## src/rtl/ps2_pkg.sv

```systemverilog
// Shared definitions for the PS/2 key mapper: scan-code constants, prefix FSM
// states and sizing helpers used by the mapper and its event queue.
package ps2_pkg;

  localparam logic [7:0] PS2_EXT   = 8'hE0;
  localparam logic [7:0] PS2_BREAK = 8'hF0;
  localparam logic [7:0] PS2_H     = 8'h33;
  localparam logic [7:0] PS2_S     = 8'h1B;
  localparam logic [7:0] PS2_D     = 8'h23;

  typedef enum logic [1:0] {
    ST_IDLE    = 2'd0,
    ST_EXT     = 2'd1,
    ST_BRK     = 2'd2,
    ST_EXT_BRK = 2'd3
  } ps2_state_e;

  // Key-index width; a single bound key still needs one bit.
  function automatic int idx_width(input int num_keys);
    return (num_keys > 1) ? $clog2(num_keys) : 1;
  endfunction

  // Event record is {break, key index}.
  function automatic int evt_width(input int idx_w);
    return idx_w + 1;
  endfunction

endpackage

```

## src/rtl/ps2_evt_fifo.sv

```systemverilog
// Synchronous event FIFO. A push while full is accepted only when a pop
// frees a slot in the same cycle; a pop while empty is ignored.
module ps2_evt_fifo
  import ps2_pkg::*;
#(
  parameter int WIDTH = 3,
  parameter int DEPTH = 4
) (
  input  logic             CLOCK_50,
  input  logic             resetn,
  input  logic             push,
  input  logic [WIDTH-1:0] push_data,
  input  logic             pop,
  output logic [WIDTH-1:0] pop_data,
  output logic             full,
  output logic             empty
);

  localparam int AW = $clog2(DEPTH);

  logic [WIDTH-1:0] mem [DEPTH];
  logic [AW-1:0]    wr_ptr;
  logic [AW-1:0]    rd_ptr;
  logic [AW:0]      count;
  logic             do_push;
  logic             do_pop;

  assign empty    = (count == '0);
  assign full     = (count == (AW+1)'(DEPTH));
  assign do_pop   = pop && !empty;
  assign do_push  = push && (!full || do_pop);
  assign pop_data = mem[rd_ptr];

  always_ff @(posedge CLOCK_50 or negedge resetn) begin
    if (!resetn) begin
      wr_ptr <= '0;
      rd_ptr <= '0;
      count  <= '0;
      for (int i = 0; i < DEPTH; i++) begin
        mem[i] <= '0;
      end
    end else begin
      if (do_push) begin
        mem[wr_ptr] <= push_data;
        wr_ptr      <= wr_ptr + 1'b1;
      end
      if (do_pop) begin
        rd_ptr <= rd_ptr + 1'b1;
      end
      case ({do_push, do_pop})
        2'b10:   count <= count + 1'b1;
        2'b01:   count <= count - 1'b1;
        default: count <= count;
      endcase
    end
  end

endmodule

```

## src/rtl/ps2_key_mapper.sv

```systemverilog
// PS/2 scan-code decoder: prefix FSM, key matcher, held/press state and a
// buffered press/release event queue for game control logic.
module ps2_key_mapper
  import ps2_pkg::*;
#(
  parameter int                    NUM_KEYS       = 3,
  parameter logic [NUM_KEYS*8-1:0] KEY_CODES      = {PS2_D, PS2_S, PS2_H},
  parameter logic [NUM_KEYS-1:0]   EXT_MASK       = '0,
  parameter int                    FIFO_DEPTH     = 4,
  parameter int                    TIMEOUT_CYCLES = 100000,
  localparam int                   IDX_W          = idx_width(NUM_KEYS)
) (
  input  logic                CLOCK_50,
  input  logic                resetn,
  input  logic [7:0]          ps2_data,
  input  logic                ps2_data_en,
  output logic [NUM_KEYS-1:0] key_press,
  output logic [NUM_KEYS-1:0] key_held,
  output logic                evt_valid,
  output logic [IDX_W-1:0]    evt_key,
  output logic                evt_break,
  input  logic                evt_ready,
  output logic                evt_overflow,
  output logic [7:0]          last_code,
  output logic [1:0]          dbg_state
);

  // Handshake: an event transfers on any rising edge where evt_valid and
  // evt_ready are both high; the head stays stable until it transfers.

  localparam int EVT_W = evt_width(IDX_W);
  localparam int CNT_W = $clog2(TIMEOUT_CYCLES + 1);

  ps2_state_e          state;
  logic [CNT_W-1:0]    idle_cnt;
  logic                is_ext;
  logic                is_brk;
  logic                final_byte;
  logic                ext_seq;
  logic                brk_seq;
  logic [NUM_KEYS-1:0] hit_oh;
  logic [IDX_W-1:0]    hit_idx;
  logic                hit_any;
  logic                hit_held;
  logic                evt_push;
  logic                evt_pop;
  logic                fifo_full;
  logic                fifo_empty;
  logic [EVT_W-1:0]    push_data;
  logic [EVT_W-1:0]    head_data;

  assign is_ext     = (ps2_data == PS2_EXT);
  assign is_brk     = (ps2_data == PS2_BREAK);
  assign final_byte = ps2_data_en && !is_ext && !is_brk;
  assign ext_seq    = (state == ST_EXT) || (state == ST_EXT_BRK);
  assign brk_seq    = (state == ST_BRK) || (state == ST_EXT_BRK);

  // Scan from the top index down so the lowest matching key wins.
  always_comb begin
    hit_oh  = '0;
    hit_idx = '0;
    hit_any = 1'b0;
    for (int i = NUM_KEYS - 1; i >= 0; i--) begin
      if (ps2_data == KEY_CODES[8*i +: 8] && ext_seq == EXT_MASK[i]) begin
        hit_oh    = '0;
        hit_oh[i] = 1'b1;
        hit_idx   = IDX_W'(i);
        hit_any   = 1'b1;
      end
    end
  end

  // Repeated makes of a held key and breaks of a released key are dropped.
  assign hit_held  = |(hit_oh & key_held);
  assign evt_push  = final_byte && hit_any && (brk_seq ? hit_held : !hit_held);
  assign push_data = {brk_seq, hit_idx};
  assign evt_pop   = evt_ready && !fifo_empty;

  always_ff @(posedge CLOCK_50 or negedge resetn) begin
    if (!resetn) begin
      state    <= ST_IDLE;
      idle_cnt <= '0;
    end else if (ps2_data_en) begin
      idle_cnt <= '0;
      case (state)
        ST_IDLE: begin
          if (is_ext)      state <= ST_EXT;
          else if (is_brk) state <= ST_BRK;
          else             state <= ST_IDLE;
        end
        ST_EXT: begin
          if (is_brk)      state <= ST_EXT_BRK;
          else if (is_ext) state <= ST_EXT;
          else             state <= ST_IDLE;
        end
        ST_BRK: begin
          if (!is_ext && !is_brk) state <= ST_IDLE;
        end
        ST_EXT_BRK: begin
          if (!is_ext && !is_brk) state <= ST_IDLE;
        end
        default: state <= ST_IDLE;
      endcase
    end else if (state != ST_IDLE) begin
      // A stalled partial sequence is abandoned without producing an event.
      if (idle_cnt == CNT_W'(TIMEOUT_CYCLES - 1)) begin
        state    <= ST_IDLE;
        idle_cnt <= '0;
      end else begin
        idle_cnt <= idle_cnt + 1'b1;
      end
    end else begin
      idle_cnt <= '0;
    end
  end

  always_ff @(posedge CLOCK_50 or negedge resetn) begin
    if (!resetn) begin
      key_press    <= '0;
      key_held     <= '0;
      last_code    <= '0;
      evt_overflow <= 1'b0;
    end else begin
      key_press <= '0;
      if (final_byte) begin
        last_code <= ps2_data;
        if (hit_any) begin
          if (brk_seq) begin
            if (hit_held) key_held <= key_held & ~hit_oh;
          end else if (!hit_held) begin
            key_held  <= key_held | hit_oh;
            key_press <= hit_oh;
          end
        end
      end
      if (evt_push && fifo_full && !evt_pop) begin
        evt_overflow <= 1'b1;
      end
    end
  end

  ps2_evt_fifo #(
    .WIDTH (EVT_W),
    .DEPTH (FIFO_DEPTH)
  ) u_evt_fifo (
    .CLOCK_50  (CLOCK_50),
    .resetn    (resetn),
    .push      (evt_push),
    .push_data (push_data),
    .pop       (evt_ready),
    .pop_data  (head_data),
    .full      (fifo_full),
    .empty     (fifo_empty)
  );

  assign evt_valid            = !fifo_empty;
  assign {evt_break, evt_key} = head_data;
  assign dbg_state            = state;

endmodule

```

## config.mk

```make
export PLATFORM = sky130hd
export DESIGN_NAME = ps2_key_mapper
export DESIGN_NICKNAME = d
export VERILOG_FILES = /design/src/rtl/ps2_pkg.sv /design/src/rtl/ps2_evt_fifo.sv /design/src/rtl/ps2_key_mapper.sv
export SDC_FILE = /design/constraint.sdc
export NUM_CORES = 1
export LEC_CHECK = 0
export ABC_AREA = 1
export CAP_MARGIN = 20
export CORE_MARGIN = 5
export CORE_UTILIZATION = 56
export CTS_CLUSTER_DIAMETER = 50
export DETAILED_ROUTE_END_ITERATION = 12
export PLACE_DENSITY = 0.87
export SLEW_MARGIN = 20
export SYNTH_ARGS = -nofsm -noshare
export SYNTH_HDL_FRONTEND = slang
export SYNTH_SLANG_ARGS = --single-unit
```

## constraint.sdc

```tcl
create_clock -name CLOCK_50 -period 3.2 [get_ports CLOCK_50]
set_input_delay 0.64 -clock CLOCK_50 [delete_from_list [all_inputs] [get_ports CLOCK_50]]
set_output_delay 0.64 -clock CLOCK_50 [all_outputs]
set_load 0.02 [all_outputs]
```

# After elaboration in Yosys (flattened, before gate mapping)
# Cells that the tools add are included.
[totals]
output_inout_bits = 21
wordCells = 111
romBits = 0
ff_bits = 53
in_bits = 12
latchBits = 0
ramBits = 0
memories = 0
[op_classes]
n_lt_le_gt_ge = 3
reduce_logical = 32
n_shift = 0
addsub = 5
n_div = 0
bitwise = 7
muxes = 36
multipliers = 0
n_eq_ne = 15
[op_table]
columns = ["cell", "n"]
rows = [
  ["2-to-1 mux 17 bit", 3],
  ["2-to-1 mux 3 bit", 13],
  ["2-to-1 mux 2 bit", 10],
  ["adder 17 x 1 -> 17 bit (second input constant)", 1],
  ["equality test 17 bit (second input constant)", 1],
  ["equality test 8 x 6 -> 1 bit (second input constant)", 2],
  ["equality test 8 bit (second input constant)", 2],
  ["logical AND 1 bit", 13],
  ["bitwise mux 12 bit", 1],
  ["equality test 8 x 5 -> 1 bit (second input constant)", 1],
  ["nonzero test 2 bit", 4],
  ["AND 3 bit", 2],
  ["binary-select mux 3 bit (select 2 bit)", 1],
  ["demux 3 bit (select 2 bit)", 1],
  ["equality test 2 bit (second input constant)", 3],
  ["greater-or-equal comparator 3 bit (second input constant)", 2],
  ["zero test 1 bit", 6],
  ["inverter 2 -> 3 bit", 2],
  ["case mux 2 bit (3 select lines)", 1],
  ["case mux 3 bit (2 select lines)", 1],
  ["2-to-1 mux 1 bit", 5],
  ["adder 2 x 1 -> 2 bit (second input constant)", 2],
  ["equality test 2 x 1 -> 1 bit (second input constant)", 2],
  ["AND reduction 4 bit", 1],
  ["other kinds (16)", 18],
]

# Longest topological paths before layout
[depth]
word_depth = 15
depth_mapped = 17
mapped_depth_nobuf = 16

# By module
# From an unflattened synthesis, not the netlist that was laid out.
[hier_totals]
hier_cells = 370
area_unflattened_um2 = 2950.3
[by_module_without_submodules]
columns = ["mod", "seq_area_each_um2", "cells_each", "instances", "area_each_um2"]
rows = [
  ["ps2_key_mapper", 850.8, 251, 1, 1926.8],
  ["ps2_evt_fifo", 475.5, 119, 1, 1023.5],
]

# Worst setup path after synthesis
# No wires, ideal clock.
[synth_path]
path_type = "input -> register"
from = "in ps2_data[6]"
to = "reg u_evt_fifo.count[2]"
stages = 16
setup_time_ns = 0.131
arrival_time_ns = 2.446
path_buffers = 1
slack_ns = 0.623
t_required_ns = 3.069
cell_sequence = "inv_1 -> nand3_1 -> nor2_2 -> nand3_1 -> nand3_2 -> inv_2 -> nand2_4 -> nand2_4 -> buf_12 -> nand2_4 -> ha_1 -> inv_1 -> fa_1 -> a21oi_1 -> o21ai_0 -> xor2_1"
[synth_between]
elab_chain_len = 13
elab_cells_between_ends = 29
classes_between = "eq/ne: 7; mux: 8; bitwise: 1; reduce/logical: 13"
[synth_lines]
columns = ["item", "line_no", "rtl"]
rows = [
  ["start, declared", "ps2_key_mapper.sv:15", "input logic [7:0] ps2_data,"],
  ["equality test 8 x 6 -> 1 bit", "ps2_key_mapper.sv:64", "if (ps2_data == KEY_CODES[8*i +: 8] && ext_seq == EXT_MASK[i]) begin"],
  ["logical AND 1 bit", "ps2_key_mapper.sv:64", ""],
  ["2-to-1 mux 3 bit (3 in series)", "ps2_key_mapper.sv:64", ""],
  ["AND 3 bit", "ps2_key_mapper.sv:74", "assign hit_held = |(hit_oh & key_held);"],
  ["OR reduction 3 bit", "ps2_key_mapper.sv:74", ""],
  ["zero test 1 bit", "--", ""],
  ["2-to-1 mux 1 bit", "ps2_key_mapper.sv:75", "assign evt_push = final_byte && hit_any && (brk_seq ? hit_held : !hit_held);"],
  ["logical AND 1 bit (*)", "ps2_key_mapper.sv:75", ""],
  ["logical AND 1 bit (*)", "ps2_evt_fifo.sv:31", "assign do_push = push && (!full || do_pop);"],
  ["equality test 2 x 1 -> 1 bit / equality test 2 bit (equally long branches)", "ps2_evt_fifo.sv:50", "case ({do_push, do_pop})"],
  ["case mux 3 bit (2 select lines) / nonzero test 2 bit (equally long branches)", "--", ""],
  ["end signal, assigned", "ps2_evt_fifo.sv:51", "2'b10: count <= count + 1'b1;"],
  ["end signal, assigned", "ps2_evt_fifo.sv:52", "2'b01: count <= count - 1'b1;"],
  ["end signal, assigned", "ps2_evt_fifo.sv:53", "default: count <= count;"],
  ["end, declared", "ps2_evt_fifo.sv:24", "logic [AW:0] count;"],
]
# Mark *: on every way between the ends. The rest lies on a longest branch, timed or not.
# A chain may end at the register's enable or synchronous reset.

# Worst setup path in the final report
[layout_path]
from = "in ps2_data[3]"
to = "reg u_evt_fifo.count[2]"
# The elaborated chain is that of the path after synthesis.

==> tab_implementation.tex <==
\begin{tabular}{lr}
\hline
Metric & Value \\
\hline
\multicolumn{2}{l}{\textbf{Worst setup path}} \\
\quad Startpoint type of the worst setup path & input port \\
\quad FF-to-FF End & u\_evt\_fifo.count[2] \\
\quad Crit path capture type & flop \\
\quad Data arrival time of the worst path & approximately 3000 ps \\
\quad Startpoint-to-endpoint class of the critical path & input port to flop \\
\quad Biggest fanout along the worst timing path & 6 \\
\quad FF-to-FF Start & dbg\_state[0] \\
\quad Worst reg2reg setup slack & 790 ps \\
\quad Number of cells on the worst reg-to-reg path & 15 \\
\quad Required time of the critical path & approximately 3400 ps \\
\multicolumn{2}{l}{\textbf{STA}} \\
\quad Post-layout min period & $\sim$2800 ps \\
\quad Setup repair after global routing missed its margin & no \\
\quad Final setup margin & $\sim$380 ps \\
\quad Worst slew margin & between 60\% and 70\% \\
\quad Final-report max-slew violation count & 0 \\
\quad Share of the clock period used by the worst path & 88.1\% \\
\quad Slew @ Worst Pin & $\sim$580 ps \\
\quad Final TNS setup & 0 ps \\
\quad Final setup skew & $\sim$8.5 ps \\
\quad Max Clk Rate & roughly 350 MHz \\
\quad Final Hold Vio Count & 0 \\
\quad Final count of negative-setup-slack endpoints & 0 \\
\multicolumn{2}{l}{\textbf{Worst hold path}} \\
\quad Classification of the worst-slack hold path & input port to asynchronous set/reset pin \\
\multicolumn{2}{l}{\textbf{Power}} \\
\quad Share of total power in combinational logic & about 28\% \\
\quad Internal portion of total power & about 1.1 mW \\
\quad Portion of total power attributed to sequential cells & about half \\
\quad Sw Ratio & about 34\% \\
\quad Clk network pwr share & between 20\% and 30\% \\
\quad Power Density & $\sim$480 nW/um2 \\
\quad Max VDD drop & roughly 0.36 mV \\
\quad Leakage power of the design & 1.55 nW \\
\quad Power spent charging and discharging nets & around 0.54 mW \\
\multicolumn{2}{l}{\textbf{Cells and area}} \\
\quad Syn-to-layout area delta & 16.4\% \\
\quad Fin nets & slightly below 400 \\
\quad Share of layout cells above drive strength 1 & between 10 and 15\% \\
\quad Most common cell after layout, fill and taps aside & sky130\_fd\_sc\_hd\_\_nand2\_1 \\
\quad Design area & roughly 3300 um2 \\
\quad Post-layout instance count excluding filler cells & $\sim$440 \\
\quad Most frequent cells in the layout & sky130\_fd\_sc\_hd\_\_nand2\_1 (73), sky130\_fd\_sc\_hd\_\_dfrtp\_1 (53), sky130\_fd\_sc\_hd\_\_inv\_1 (39) \\
\quad Number of diodes added for antenna fixing & 0 \\
\quad Post-layout util & between 60\% and 70\% \\
\multicolumn{2}{l}{\textbf{Place}} \\
\quad Total cell area at the placement stage & $\sim$3200 um2 \\
\quad Half-perimeter wire length after detailed placement & between 4000 and 5000 um \\
\quad Port-buffer cells & 32 \\
\quad Worst slack at placement & between 70 and 80 ps \\
\quad Dpl cells & $\sim$440 \\
\quad RePlAce Congestion & 0.911 \\
\multicolumn{2}{l}{\textbf{Floorplan}} \\
\quad Die Y & 81.2 um \\
\quad Area of the core & between 5000 and 6000 um2 \\
\quad Initial cell density of the core & between 50\% and 60\% \\
\quad DIE WIDTH & slightly above 80 um \\
\quad Die ar. & about 6600 um2 \\
\quad FP Rows & 26 \\
\quad Top Ports & 33 \\
\multicolumn{2}{l}{\textbf{Detailed routing}} \\
\quad Routed vias & 2325 \\
\quad DRC violation total after the first TritonRoute iteration & 168 \\
\quad Number of iterations in the first detailed-routing pass & 4 \\
\quad Routed WL & between 5000 and 6000 um \\
\quad ANT nets after route & 0 \\
\quad Vias per inst & 5.24 \\
\quad Average wire per cell in the routed design & $\sim$13 um \\
\quad Post-route DRC violation count & 0 \\
\multicolumn{2}{l}{\textbf{Clock tree}} \\
\quad Quantity of hold-fixing buffers added after cts & 0 \\
\quad CTS root buf & sky130\_fd\_sc\_hd\_\_clkbuf\_8 \\
\quad Clock sink count & 53 \\
\quad Worst skew pair latency & $\sim$310 ps \\
\quad Setup bufs post-CTS & 0 \\
\quad CTS HTree Levels & 2 \\
\quad CTS resizes & 0 \\
\quad Inserted Clock Buffers & 5 \\
\quad CTS tree & yes \\
\quad Worst-path clk slew & around 100 ps \\
\quad Maximum clock path buffer count & 2 \\
\multicolumn{2}{l}{\textbf{Run}} \\
\quad Reported max-cap violation count & 0 \\
\multicolumn{2}{l}{\textbf{Synth}} \\
\quad Post-synthesis average cell area & roughly 8.4 um2 \\
\quad Unique masters post-synth & 34 \\
\quad Number of nets in the synthesized netlist & about 360 \\
\quad Post-synthesis cell area & between 2000 and 3000 um2 \\
\quad Yosys synthesis warning count & 0 \\
\quad Post-synthesis sequential area ratio & 46.7\% \\
\quad EDFF count, synth & 0 \\
\quad Number of synthesized register bits & 53 \\
\quad Most common flop cell mapped by yosys & sky130\_fd\_sc\_hd\_\_dfrtp\_1 \\
\quad Fraction of registers with async set/reset & between 90\% and 100\% \\
\quad Gate count of the mapped netlist & approximately 340 \\
\multicolumn{2}{l}{\textbf{GRT}} \\
\quad Top Usage Layer GRT & met2 \\
\quad Gr usage total & between 20\% and 30\% \\
\quad Via count of the first global-routing pass & between 2000 and 2500 \\
\quad Global-route wire length before repair & approximately 10000 um \\
\quad GRT met3 Usage & roughly 3.1\% \\
\quad Initial antenna violation count & 0 \\
\quad Met2 usage & 33.8\% \\
\quad Pin count of the biggest net entering global routing & 26 \\
\quad Met1 track demand over resource & between 20\% and 30\% \\
\quad Global route overflow & 0 \\
\multicolumn{2}{l}{\textbf{Run status}} \\
\quad Outcome & finished, final reports clean \\
\hline
\end{tabular}
-- layer usage --
layer / routed length (um) / up-vias
met5: 0 / -
met4: 153 / 0
met3: 150 / 16
met2: 2880 / 51
met1: 2640 / 1096
li1: - / 1162
-- cells in the mapped netlist (6+ instances only) --
cell type / count / share of area (%)
sky130_fd_sc_hd__dfrtp_1: 53 / 47
sky130_fd_sc_hd__ha_1: 6 / 2.6
sky130_fd_sc_hd__inv_1: 39 / 5.2
sky130_fd_sc_hd__nand2_1: 73 / 9.7
sky130_fd_sc_hd__nand2_2: 6 / 1.3
sky130_fd_sc_hd__nand3_1: 16 / 2.8
sky130_fd_sc_hd__nand4_1: 18 / 4.0
sky130_fd_sc_hd__nor2_1: 35 / 4.6
sky130_fd_sc_hd__nor2_2: 9 / 2.0
sky130_fd_sc_hd__nor3_1: 6 / 1.1
sky130_fd_sc_hd__nor3b_1: 6 / 1.6
sky130_fd_sc_hd__o21ai_0: 21 / 3.7
sky130_fd_sc_hd__xor2_1: 7 / 2.2
-- worst max-delay path: stages --
cell and delay, ps:
sky130_fd_sc_hd__clkdlybuf4s50_1 460, sky130_fd_sc_hd__nor2_2 130, sky130_fd_sc_hd__nand3_1 140, sky130_fd_sc_hd__nor2_2 180, sky130_fd_sc_hd__nor2_2 90, sky130_fd_sc_hd__nand2_2 90, sky130_fd_sc_hd__nor2_2 60, sky130_fd_sc_hd__nand2_4 100
sky130_fd_sc_hd__nand2_4 60, sky130_fd_sc_hd__nand2_4 60, sky130_fd_sc_hd__ha_1 140, sky130_fd_sc_hd__inv_1 70, sky130_fd_sc_hd__fa_1 380, sky130_fd_sc_hd__a21oi_1 150, sky130_fd_sc_hd__o21ai_0 110, sky130_fd_sc_hd__xor2_1 150
-- how the worst max path moves through the flow --
stage                      startpoint             endpoint  slack [ps]  depth (start not counted)
after detailed placement  ps2_data[1]  u_evt_fifo.count[2]          70                         17
after global routing      ps2_data[3]  u_evt_fifo.count[2]         190                         16
after CTS                 ps2_data[3]  u_evt_fifo.count[2]         410                         16
after global placement    ps2_data[1]  u_evt_fifo.count[2]         170                         17
final                     ps2_data[3]  u_evt_fifo.count[2]         380                         16
after floorplan           ps2_data[6]  u_evt_fifo.count[2]         620                         16
-- logic make-up after synthesis --
logic type,after synthesis,synth area share [%]
and+or+nand+nor,184,32.9
DFF,53,46.7
buffers and inverters,50,7.58
AOI/OAI and AO/OA,34,6.61
xor gates and xnor gates,9,2.78
adders and majority gates,7,3.35
-- power by group through the flow --
stage                     clock [mW]  sequential (mW)  combinational (mW)
after global routing           0.415            0.782               0.500
after global placement             0            0.783               0.437
after CTS                      0.392            0.770               0.455
after floorplan                    0            0.778               0.285
final                          0.374            0.771               0.452
after detailed placement           0            0.782               0.453
-- final cells by class --
cell class | count | area, um2
fillers | 427 | 1710
flip-flops and latches | 53 | 1330
inverters | 43 | 161
repair buffers | 36 | 345
well taps | 70 | 87.6
clock inverters | 2 | 15.0
clock buffers | 6 | 72.6
multi-input cells | 234 | 1300
-- registers in the layout, summed over array words and instances (netlist names), 2 cells and up, named ones only --
| name | count |
|---|---|
| u_evt_fifo.wr_ptr | 2 |
| idle_cnt | 17 |
| dbg_state | 2 |
| u_evt_fifo.rd_ptr | 2 |
| key_press | 3 |
| u_evt_fifo.mem | 12 |
| last_code | 8 |
| u_evt_fifo.count | 3 |
-- metrics by stage --
step,power (mW),hold WS [ps]
finish,1.60,318
global route,1.70,354
CTS,1.62,321
detailed placement,1.24,445
global placement,1.22,443
floorplan,1.06,344
Power figures use the tool's default switching activity.
